## src/rtl/uart_pkg.sv

```systemverilog
// Shared UART definitions: FSM state encoding, frame geometry and a constant clog2 helper.
package uart_pkg;

  typedef enum logic [2:0] {
    S_INIT,
    S_IDLE,
    S_START_BIT,
    S_SEND_DATA,
    S_STOP_BIT
  } state_t;

  localparam int LP_BIT_TIME      = 16;
  localparam int LP_NUM_DATA_BITS = 8;
  localparam int LP_NUM_STOP_BITS = 2;
  localparam int LP_FRAME_TICKS   = LP_BIT_TIME * (1 + LP_NUM_DATA_BITS + LP_NUM_STOP_BITS);

  function automatic int clog2(input int value);
    int          r;
    int unsigned v;
    r = 0;
    v = (value > 0) ? int'(value - 1) : 0;
    while (v > 0) begin
      r++;
      v = v >> 1;
    end
    return r;
  endfunction

endpackage

```

## src/rtl/uart_tx_if.sv

```systemverilog
// Byte-side handshake of the UART transmitter. A byte moves on any CLK edge where
// send && ready; Di is sampled only on that edge, and send while ready=0 is simply ignored.
interface uart_tx_if;
  logic [7:0] Di;
  logic       send;
  logic       ready;
  logic       busy;

  modport master (output Di, output send, input ready, input busy);
  modport slave  (input Di, input send, output ready, output busy);
endinterface

```

## src/rtl/uart_tx_hold.sv

```systemverilog
// Holding register, hold_valid flag and ready generation for uart_tx.
// UART_TX_HOLD_REG_EN: double-buffered (accept during a frame); otherwise only from S_IDLE.
module uart_tx_hold
  import uart_pkg::*;
(
  input  logic       clk,
  input  logic       rst,
  input  logic       send,
  input  logic [7:0] data,
  input  logic       load,
  input  state_t     state,
  output logic       ready,
  output logic       hold_valid,
  output logic [7:0] hold_data
);

`ifdef UART_TX_HOLD_REG_EN
  assign ready = ~hold_valid && (state != S_INIT);
`else
  assign ready = (state == S_IDLE) && ~hold_valid;
`endif

  // Accept and load can never coincide: accept needs hold_valid=0, load needs hold_valid=1.
  always_ff @(posedge clk or posedge rst) begin
    if (rst) begin
      hold_valid <= 1'b0;
      hold_data  <= '0;
    end else if (send && ready) begin
      hold_valid <= 1'b1;
      hold_data  <= data;
    end else if (load) begin
      hold_valid <= 1'b0;
    end
  end

endmodule

```

## src/rtl/uart_tx.sv

```systemverilog
// UART transmitter: idle-high line, start bit, 8 data bits LSB first, two stop bits, 16 x16_BAUD
// ticks per bit, with a post-reset idle guard. UART_TX_HOLD_REG_EN selects double buffering.
module uart_tx
  import uart_pkg::*;
#(
  parameter int P_IDLE_TH = 176
) (
  input  logic     CLK,
  input  logic     reset,
  input  logic     x16_BAUD,
  uart_tx_if.slave bus,
  output logic     serial_out,
  output state_t   dbg_state
);

  localparam int                   LP_INIT_W    = (clog2(P_IDLE_TH) < 1) ? 1 : clog2(P_IDLE_TH);
  localparam logic [LP_INIT_W-1:0] LP_INIT_LAST = LP_INIT_W'(P_IDLE_TH - 1);
  localparam logic [4:0]           LP_BIT_LAST  = 5'(LP_BIT_TIME - 1);
  localparam logic [4:0]           LP_STOP_LAST = 5'(LP_BIT_TIME * LP_NUM_STOP_BITS - 1);
  localparam logic [2:0]           LP_DATA_LAST = 3'(LP_NUM_DATA_BITS - 1);

  state_t               state, state_next;
  logic [LP_INIT_W-1:0] init_cnt, init_next;
  logic [4:0]           tick_cnt, tick_next;
  logic [2:0]           bit_cnt, bit_next;
  logic [7:0]           shift, shift_next;
  logic                 line_next;
  logic                 load;
  logic                 hold_valid;
  logic [7:0]           hold_data;

  uart_tx_hold u_hold (
    .clk       (CLK),
    .rst       (reset),
    .send      (bus.send),
    .data      (bus.Di),
    .load      (load),
    .state     (state),
    .ready     (bus.ready),
    .hold_valid(hold_valid),
    .hold_data (hold_data)
  );

  assign bus.busy  = ((state != S_INIT) && (state != S_IDLE)) || hold_valid;
  assign dbg_state = state;

  // The line is registered from the next state, so it changes one CLK after the deciding tick.
  always_ff @(posedge CLK or posedge reset) begin
    if (reset) begin
      state      <= S_INIT;
      init_cnt   <= '0;
      tick_cnt   <= '0;
      bit_cnt    <= '0;
      shift      <= '0;
      serial_out <= 1'b1;
    end else begin
      state      <= state_next;
      init_cnt   <= init_next;
      tick_cnt   <= tick_next;
      bit_cnt    <= bit_next;
      shift      <= shift_next;
      serial_out <= line_next;
    end
  end

  always_comb begin
    state_next = state;
    init_next  = init_cnt;
    tick_next  = tick_cnt;
    bit_next   = bit_cnt;
    shift_next = shift;
    load       = 1'b0;
    if (x16_BAUD) begin
      case (state)
        S_INIT: begin
          if (init_cnt == LP_INIT_LAST) begin
            init_next  = '0;
            state_next = S_IDLE;
          end else begin
            init_next = init_cnt + 1'b1;
          end
        end
        S_IDLE: begin
          if (hold_valid) begin
            load       = 1'b1;
            shift_next = hold_data;
            tick_next  = '0;
            state_next = S_START_BIT;
          end
        end
        S_START_BIT: begin
          if (tick_cnt == LP_BIT_LAST) begin
            tick_next  = '0;
            bit_next   = '0;
            state_next = S_SEND_DATA;
          end else begin
            tick_next = tick_cnt + 5'd1;
          end
        end
        S_SEND_DATA: begin
          if (tick_cnt == LP_BIT_LAST) begin
            tick_next  = '0;
            shift_next = {1'b0, shift[7:1]};
            if (bit_cnt == LP_DATA_LAST) begin
              bit_next   = '0;
              state_next = S_STOP_BIT;
            end else begin
              bit_next = bit_cnt + 3'd1;
            end
          end else begin
            tick_next = tick_cnt + 5'd1;
          end
        end
        S_STOP_BIT: begin
          // A pending byte chains straight into the next start bit with no idle gap.
          if (tick_cnt == LP_STOP_LAST) begin
            tick_next = '0;
            if (hold_valid) begin
              load       = 1'b1;
              shift_next = hold_data;
              state_next = S_START_BIT;
            end else begin
              state_next = S_IDLE;
            end
          end else begin
            tick_next = tick_cnt + 5'd1;
          end
        end
        default: state_next = S_INIT;
      endcase
    end
  end

  always_comb begin
    line_next = 1'b1;
    case (state_next)
      S_START_BIT: line_next = 1'b0;
      S_SEND_DATA: line_next = shift_next[0];
      default:     line_next = 1'b1;
    endcase
  end

endmodule

```

## src/flat_wrapper.sv

```systemverilog
// flat-port wrapper written by rule: the top's interface ports become plain ports
module uart_tx_flat import uart_pkg::*;
#(
  parameter int P_IDLE_TH = 176
)
  (CLK, reset, x16_BAUD, serial_out, dbg_state, bus_Di, bus_send, bus_ready, bus_busy);
  uart_tx_if bus_i ();
  input  logic CLK;
  input  logic reset;
  input  logic x16_BAUD;
  output logic serial_out;
  output state_t dbg_state;
  input wire logic [$bits(bus_i.Di)-1:0] bus_Di;
  input wire logic [$bits(bus_i.send)-1:0] bus_send;
  output wire logic [$bits(bus_i.ready)-1:0] bus_ready;
  output wire logic [$bits(bus_i.busy)-1:0] bus_busy;
  assign bus_i.Di = bus_Di;
  assign bus_i.send = bus_send;
  assign bus_ready = bus_i.ready;
  assign bus_busy = bus_i.busy;
  uart_tx #(.P_IDLE_TH(P_IDLE_TH)) u_core (.CLK(CLK), .reset(reset), .x16_BAUD(x16_BAUD), .bus(bus_i), .serial_out(serial_out), .dbg_state(dbg_state));
endmodule
```

## config.mk

```make
export PLATFORM = sky130hd
export DESIGN_NAME = uart_tx_flat
export DESIGN_NICKNAME = d
export VERILOG_FILES = /design/src/rtl/uart_pkg.sv /design/src/rtl/uart_tx_if.sv /design/src/rtl/uart_tx_hold.sv /design/src/rtl/uart_tx.sv /design/src/flat_wrapper.sv
export SDC_FILE = /design/constraint.sdc
export NUM_CORES = 1
export LEC_CHECK = 0
export BUFFER_PORTS_ARGS = -buffer_cell sky130_fd_sc_hd__buf_2
export CAP_MARGIN = 5
export CORE_MARGIN = 3
export CORE_UTILIZATION = 55
export DETAILED_ROUTE_END_ITERATION = 8
export PLACE_DENSITY = 0.75
export SLEW_MARGIN = 15
export SYNTH_ARGS = -nofsm -noshare
export SYNTH_HDL_FRONTEND = slang
export SYNTH_SLANG_ARGS = --single-unit
```

## constraint.sdc

```tcl
create_clock -name CLK -period 5.7 [get_ports CLK]
set_clock_uncertainty 0.15 [all_clocks]
set_input_delay 0.285 -clock CLK [delete_from_list [all_inputs] [get_ports CLK]]
set_output_delay 0.285 -clock CLK [all_outputs]
set_load 0.005 [all_outputs]
```

# Word level (Yosys, flattened, before mapping)
# Index checks and enable logic that the tools add are counted.
# word_totals
ff_bits,37
out_inout_bits,6
wordCells,73
# classes
add_sub_neg,3
eq_ne,15
muxes,30
bitwise_logic,1
n_reduce_logical,15
# ops
op,count
2-to-1 mux 8 bit,4
2-to-1 mux 3 bit,10
case mux 8 bit (3 select lines),1
2-to-1 mux 5 bit,3
case mux 3 bit (5 select lines),1
case mux 5 bit (3 select lines),1
"equality test 3 x 2 -> 1 bit, second input constant",4
nonzero test 3 bit,3
"adder 8 x 1 -> 8 bit, second input constant",1
"equality test 8 bit, second input constant",1
AND reduction 4 bit,2
"equality test 3 bit, second input constant",2
2-to-1 mux 1 bit,6
"!= test 2 x 1 -> 1 bit, second input constant",3
case mux 3 bit (2 select lines),1
"adder 5 x 1 -> 5 bit, second input constant",1
"equality test 5 x 4 -> 1 bit, second input constant",1
"equality test 5 bit, second input constant",1
case mux 1 bit (2 select lines),2
nonzero test 2 bit,2
"adder 3 x 1 -> 3 bit, second input constant",1
"equality test 3 x 1 -> 1 bit, second input constant",1
logical AND 1 bit,3
zero test 3 bit,1
8 further kinds,8

# Depth between registers and ports, before layout
# depth
word_depth,7
depth_mapped,8

# Hierarchy
# Synthesis repeated with hierarchy kept, for this count alone.
# unflattened
hier_cells,182
area_unflattened_um2,1929.4
# by_module_without_submodules
mod,instances,cells_per_inst,area_per_inst_um2,seq_area_each_um2
uart_tx,1,160,1566.5,701.9
uart_tx_hold,1,22,362.8,225.2

# Worst setup path before layout
# Ideal clock, no wire load.
# synth_path
path_kind,reg-to-reg
start,register u_core.tick_cnt[0]
end,register u_core.serial_out
setup_ns,0.083
arrival_ns,2.001
required_ns,5.467
slack_ns,3.465
path_stages_with_launch,9
synth_period_minus_slack_ns,2.235
cell_sequence,dfrtp_1 > ha_1 > and3_1 > ha_1 > and3b_2 > nor2_4 > nor3_1 > o32a_1 > a221o_1
# synth_between
word_cells_on_any_way,14
# synth_lines
element,line_no,text
"start, declared",uart_tx.sv:24,"logic [4:0] tick_cnt, tick_next;"
"start signal, assigned",uart_tx.sv:59,tick_cnt <= tick_next;
equality test 5 bit or equality test 5 x 4 -> 1 bit (tied branches),"uart_tx.sv:116, uart_tx.sv:101",
"2-to-1 mux 8 bit, on equally long branches","uart_tx.sv:116, uart_tx.sv:101",
case mux 8 bit (3 select lines) (*),uart_tx.sv:74,case (state)
2-to-1 mux 1 bit (*),uart_tx.sv:73,if (x16_BAUD) begin
named net u_core.shift_next[0],uart_tx.sv:26,"logic [7:0] shift, shift_next;"
case mux 1 bit (2 select lines) (*),uart_tx.sv:136,case (state_next)
named net u_core.line_next,uart_tx.sv:27,logic line_next;
"end signal, assigned",uart_tx.sv:62,serial_out <= line_next;
"end, declared",uart_tx.sv:12,"output logic serial_out,"
# The timed path passes the listed nets; every way through them passes the cells marked *. The select of a mux whose other input is x is not followed.
# A chain may end at the register's enable or synchronous reset.

# Worst setup path after layout
# Ends and elaborated chain as after synthesis.

==> flow_summary.html <==
<table>
<tr><th>Metric</th><th>Value</th></tr>
<tr><th colspan="2">Logic synthesis</th></tr>
<tr><td>Mapped cell area</td><td>1991 µm²</td></tr>
<tr><td>Number of enable flip-flop cells after synthesis</td><td>0</td></tr>
<tr><td>Synthesized flop and latch total</td><td>37</td></tr>
<tr><td>Dominant register cell in the synthesized netlist</td><td>sky130_fd_sc_hd__dfrtp_1</td></tr>
<tr><td>Synth Warn #</td><td>0</td></tr>
<tr><td>Per-instance average area after synthesis</td><td>10.76 µm²</td></tr>
<tr><td>Net count after synthesis</td><td>206</td></tr>
<tr><td>Share of synthesized registers carrying an async set or reset</td><td>100.0%</td></tr>
<tr><td>Register area share after synthesis</td><td>46.57%</td></tr>
<tr><td>Count of unique library cells instantiated by Yosys</td><td>51</td></tr>
<tr><td>Post-synthesis instance total</td><td>185</td></tr>
<tr><th colspan="2">Cells and area</th></tr>
<tr><td>Most common cell after layout, fill and taps aside</td><td>sky130_fd_sc_hd__dfrtp_1</td></tr>
<tr><td>Signed area change from the synthesized netlist to the final layout</td><td>9.868%</td></tr>
<tr><td>Design Area, Final</td><td>2187 µm²</td></tr>
<tr><td>Net count, final</td><td>226</td></tr>
<tr><td>Number of cells in the finished layout apart from fillers</td><td>252</td></tr>
<tr><td>Share of final-layout standard cells stronger than drive strength 1</td><td>23.30%</td></tr>
<tr><td>Most frequent cells in the layout</td><td>sky130_fd_sc_hd__dfrtp_1, sky130_fd_sc_hd__nand2_1, sky130_fd_sc_hd__buf_2</td></tr>
<tr><td>ANT cells</td><td>0</td></tr>
<tr><th colspan="2">Route</th></tr>
<tr><td>Final routed DRC violation total</td><td>0</td></tr>
<tr><td>Avg WL per Cell</td><td>15.73 µm</td></tr>
<tr><td>Vias per cell</td><td>5.929</td></tr>
<tr><td>Via total after detailed routing</td><td>1494</td></tr>
<tr><td>First DRT Iteration DRCs</td><td>85</td></tr>
<tr><td>Final routed wirelength across all metal layers</td><td>3.963 mm</td></tr>
<tr><td>ANT nets after route</td><td>0</td></tr>
<tr><td>Count of TritonRoute iterations in the first routing pass</td><td>4</td></tr>
<tr><th colspan="2">STA</th></tr>
<tr><td>Final slew viol count</td><td>0</td></tr>
<tr><td>Setup-violating endpoint count in the final report</td><td>0</td></tr>
<tr><td>Slew at the pin closest to its max-slew limit</td><td>721.7 ps</td></tr>
<tr><td>Unrepaired setup endpoints after global routing</td><td>false</td></tr>
<tr><td>Maximum clock frequency</td><td>0.4113 GHz</td></tr>
<tr><td>Max-slew headroom</td><td>51.89%</td></tr>
<tr><td>TNS Setup</td><td>0 ps</td></tr>
<tr><td>Final worst path period share</td><td>42.66%</td></tr>
<tr><td>Crit path time final</td><td>2431 ps</td></tr>
<tr><td>Final count of hold timing violations</td><td>0</td></tr>
<tr><th colspan="2">CTS</th></tr>
<tr><td>Clock tree sinks</td><td>37</td></tr>
<tr><td>Inserted Clock Buffers</td><td>5</td></tr>
<tr><td>Clk Latency, worst-skew pair</td><td>340 ps</td></tr>
<tr><td>Post-CTS Repair Setup Buffers</td><td>0</td></tr>
<tr><td>Cell chosen for the clock root</td><td>sky130_fd_sc_hd__clkbuf_4</td></tr>
<tr><td>CTS tree</td><td>done</td></tr>
<tr><td>CTS H-Tree Depth</td><td>2</td></tr>
<tr><td>Clock input transition at the sequential cells of the worst setup and hold paths</td><td>110 ps</td></tr>
<tr><td>Clock Tree Buf Depth</td><td>2</td></tr>
<tr><th colspan="2">GRT</th></tr>
<tr><td>Gr ovfl total</td><td>0</td></tr>
<tr><td>First-pass GRT wire length</td><td>6.969 mm</td></tr>
<tr><td>Largest net degree at the start of global routing</td><td>38</td></tr>
<tr><td>GRT Overall Usage</td><td>21.37%</td></tr>
<tr><td>Number of global-route vias before repair</td><td>1505</td></tr>
<tr><td>Initial antenna violation count</td><td>0</td></tr>
<tr><th colspan="2">Pwr</th></tr>
<tr><td>Design internal power</td><td>555.0 µW</td></tr>
<tr><td>Logic pwr share</td><td>30.4%</td></tr>
<tr><td>Power density of the placed cells</td><td>402.3 nW/µm²</td></tr>
<tr><td>Clock share of power</td><td>17.8%</td></tr>
<tr><td>Worst IR drop on VDD</td><td>0.2052 mV</td></tr>
<tr><td>Sw Pwr</td><td>324.8 µW</td></tr>
<tr><td>Total leakage power</td><td>0.0009820 µW</td></tr>
<tr><td>Fraction of power consumed by sequential logic</td><td>51.9%</td></tr>
<tr><td>Switching portion of total power</td><td>36.92%</td></tr>
<tr><th colspan="2">Die</th></tr>
<tr><td>Core Rows</td><td>21</td></tr>
<tr><td>Initial standard-cell utilization of the core</td><td>58.28%</td></tr>
<tr><td>Die Y-Extent</td><td>66.16 µm</td></tr>
<tr><td>Horiz. Die Dim</td><td>66.16 µm</td></tr>
<tr><td>Area enclosed by the die boundary</td><td>4377 µm²</td></tr>
<tr><td>Number of placed I/O pins</td><td>18</td></tr>
<tr><td>Core Region</td><td>3416 µm²</td></tr>
<tr><th colspan="2">Place</th></tr>
<tr><td>Buffers on Ports</td><td>17</td></tr>
<tr><td>Number of placed cells counting well taps</td><td>242</td></tr>
<tr><td>Area post-placement</td><td>2097 µm²</td></tr>
<tr><td>RePlAce Congestion</td><td>0.9363</td></tr>
<tr><td>Final HPWL from detailed placement</td><td>2.847 mm</td></tr>
<tr><th colspan="2">Worst setup path</th></tr>
<tr><td>Nature of the critical path endpoint</td><td>flip-flop</td></tr>
<tr><td>Data required time at the worst endpoint</td><td>5830 ps</td></tr>
<tr><td>Setup CP Type</td><td>reg -&gt; reg</td></tr>
<tr><td>CP max FO</td><td>5</td></tr>
<tr><td>CP Launch Type</td><td>flip-flop</td></tr>
<tr><td>Data arrival time at the worst-slack endpoint</td><td>2560 ps</td></tr>
<tr><th colspan="2">Worst hold path</th></tr>
<tr><td>Worst hold path class</td><td>in -&gt; reg</td></tr>
<tr><th colspan="2">Flow run</th></tr>
<tr><td>Max-Cap Viols</td><td>0</td></tr>
<tr><th colspan="2">Outcome</th></tr>
<tr><td>Run status</td><td>complete, no violations</td></tr>
</table>
==> routing by layer <==
layer	part of all wire (%)	track usage (%)
met4	1.5	10.91
met1	47	28.16
met2	47	31.47
met5	0	0
met3	4.4	6.633
==> final cells by class <==
class,count,area (µm²)
tap,46,57.56
fill,275,1229
clock inverter,1,5.005
sequential,37,927.1
timing repair buffer,20,112.6
clock buffer,7,65.06
inverter,7,26.28
multi-input combinational,134,993.5
==> logic make-up (layout without fill, tap and decap cells) <==
group / count (synthesis) / after routing / share of synthesized area, %
xor gates and xnor gates: 3 / 3 / 1.320
muxes: 10 / 10 / 5.594
DFF: 37 / 37 / 46.57
AOI/OAI and AO/OA: 49 / 49 / 18.42
buffers and inverters: 14 / 35 / 3.520
and+or+nand+nor: 63 / 63 / 18.92
adders and majority gates: 9 / 9 / 5.657
==> metrics by stage <==
stage / worst slack, ps / hold WS (ps) / total power [µW] / util (%)
finish: 3269 / 21.96 / 879.8 / 64.03
global route: 3098 / 0.7828 / 951.5 / 64.03
CTS: 3266 / 4.272 / 886.3 / 63.74
detailed placement: 3285 / 269.3 / 726.8 / 61.39
global placement: 3374 / 257.1 / 705.6 / 61.39
floorplan: 3465 / 285.6 / 658.8 / -
==> worst max-delay path: stages (launching register included) <==
cell,delay (ps)
sky130_fd_sc_hd__dfrtp_1,420
sky130_fd_sc_hd__ha_1,240
sky130_fd_sc_hd__and3_1,250
sky130_fd_sc_hd__ha_1,210
sky130_fd_sc_hd__and3b_2,220
sky130_fd_sc_hd__nor2_4,160
sky130_fd_sc_hd__nor3_1,70
sky130_fd_sc_hd__o32a_1,350
sky130_fd_sc_hd__a221o_1,300
==> power groups by stage <==
stage | combinational (µW) | sequential (µW) | clock [µW]
6_report | 267 | 456 | 156
5_1_grt | 304 | 472 | 175
2_1_floorplan | 259 | 400 | 0
3_3_place_gp | 251 | 455 | 0
4_1_cts | 269 | 455 | 162
3_5_place_dp | 267 | 460 | 0
==> Yosys cell counts (all sizes together), types with 2 or more instances <==
| cell | count | area [µm²] |
|---|---|---|
| buf | 7 | 43.79 |
| and3 | 3 | 18.77 |
| nand2b | 4 | 25.02 |
| a31oi | 2 | 12.51 |
| xnor2 | 3 | 26.28 |
| mux2 | 9 | 101.4 |
| o21ai | 14 | 70.07 |
| o31ai | 3 | 27.52 |
| nand2 | 18 | 67.56 |
| nand3 | 12 | 60.06 |
| o41ai | 2 | 17.52 |
| nor3b | 2 | 31.28 |
| a21oi | 5 | 36.29 |
| nor2 | 9 | 51.30 |
| and2b | 2 | 17.52 |
| a22o | 13 | 113.9 |
| nor3 | 4 | 25.02 |
| dfrtp | 36 | 900.9 |
| nand4 | 2 | 12.51 |
| inv | 7 | 26.28 |
| ha | 9 | 112.6 |
==> path summary, 6_finish.rpt <==
path	from	to	slack, ps	cells after the start
max	u_core.tick_cnt[0]	u_core.serial_out	3270	8
min	bus_Di[6]	u_core.u_hold.hold_data[6]	20	2
max reg2reg	u_core.tick_cnt[0]	u_core.serial_out	3270	8
min reg2reg	u_core.tick_cnt[3]	u_core.tick_cnt[3]	330	1
max in group asynchronous	reset	u_core.serial_out	4630	4
min in group asynchronous	reset	u_core.shift[2]	430	4
==> flip-flops by register name (all words and copies together) (netlist names) <==
register,flops
u_core.bit_cnt,3
u_core.dbg_state,3
u_core.init_cnt,8
u_core.serial_out,1
u_core.shift,8
u_core.tick_cnt,5
u_core.u_hold.hold_data,8
u_core.u_hold.hold_valid,1
==> timing repair <==
item                                   in CTS  in global routing
hold buffers                                1                  1
gates resized for setup                     0                  0
endpoints found under the hold margin      36                  1
Note: power is estimated with default switching activity, not from simulation.
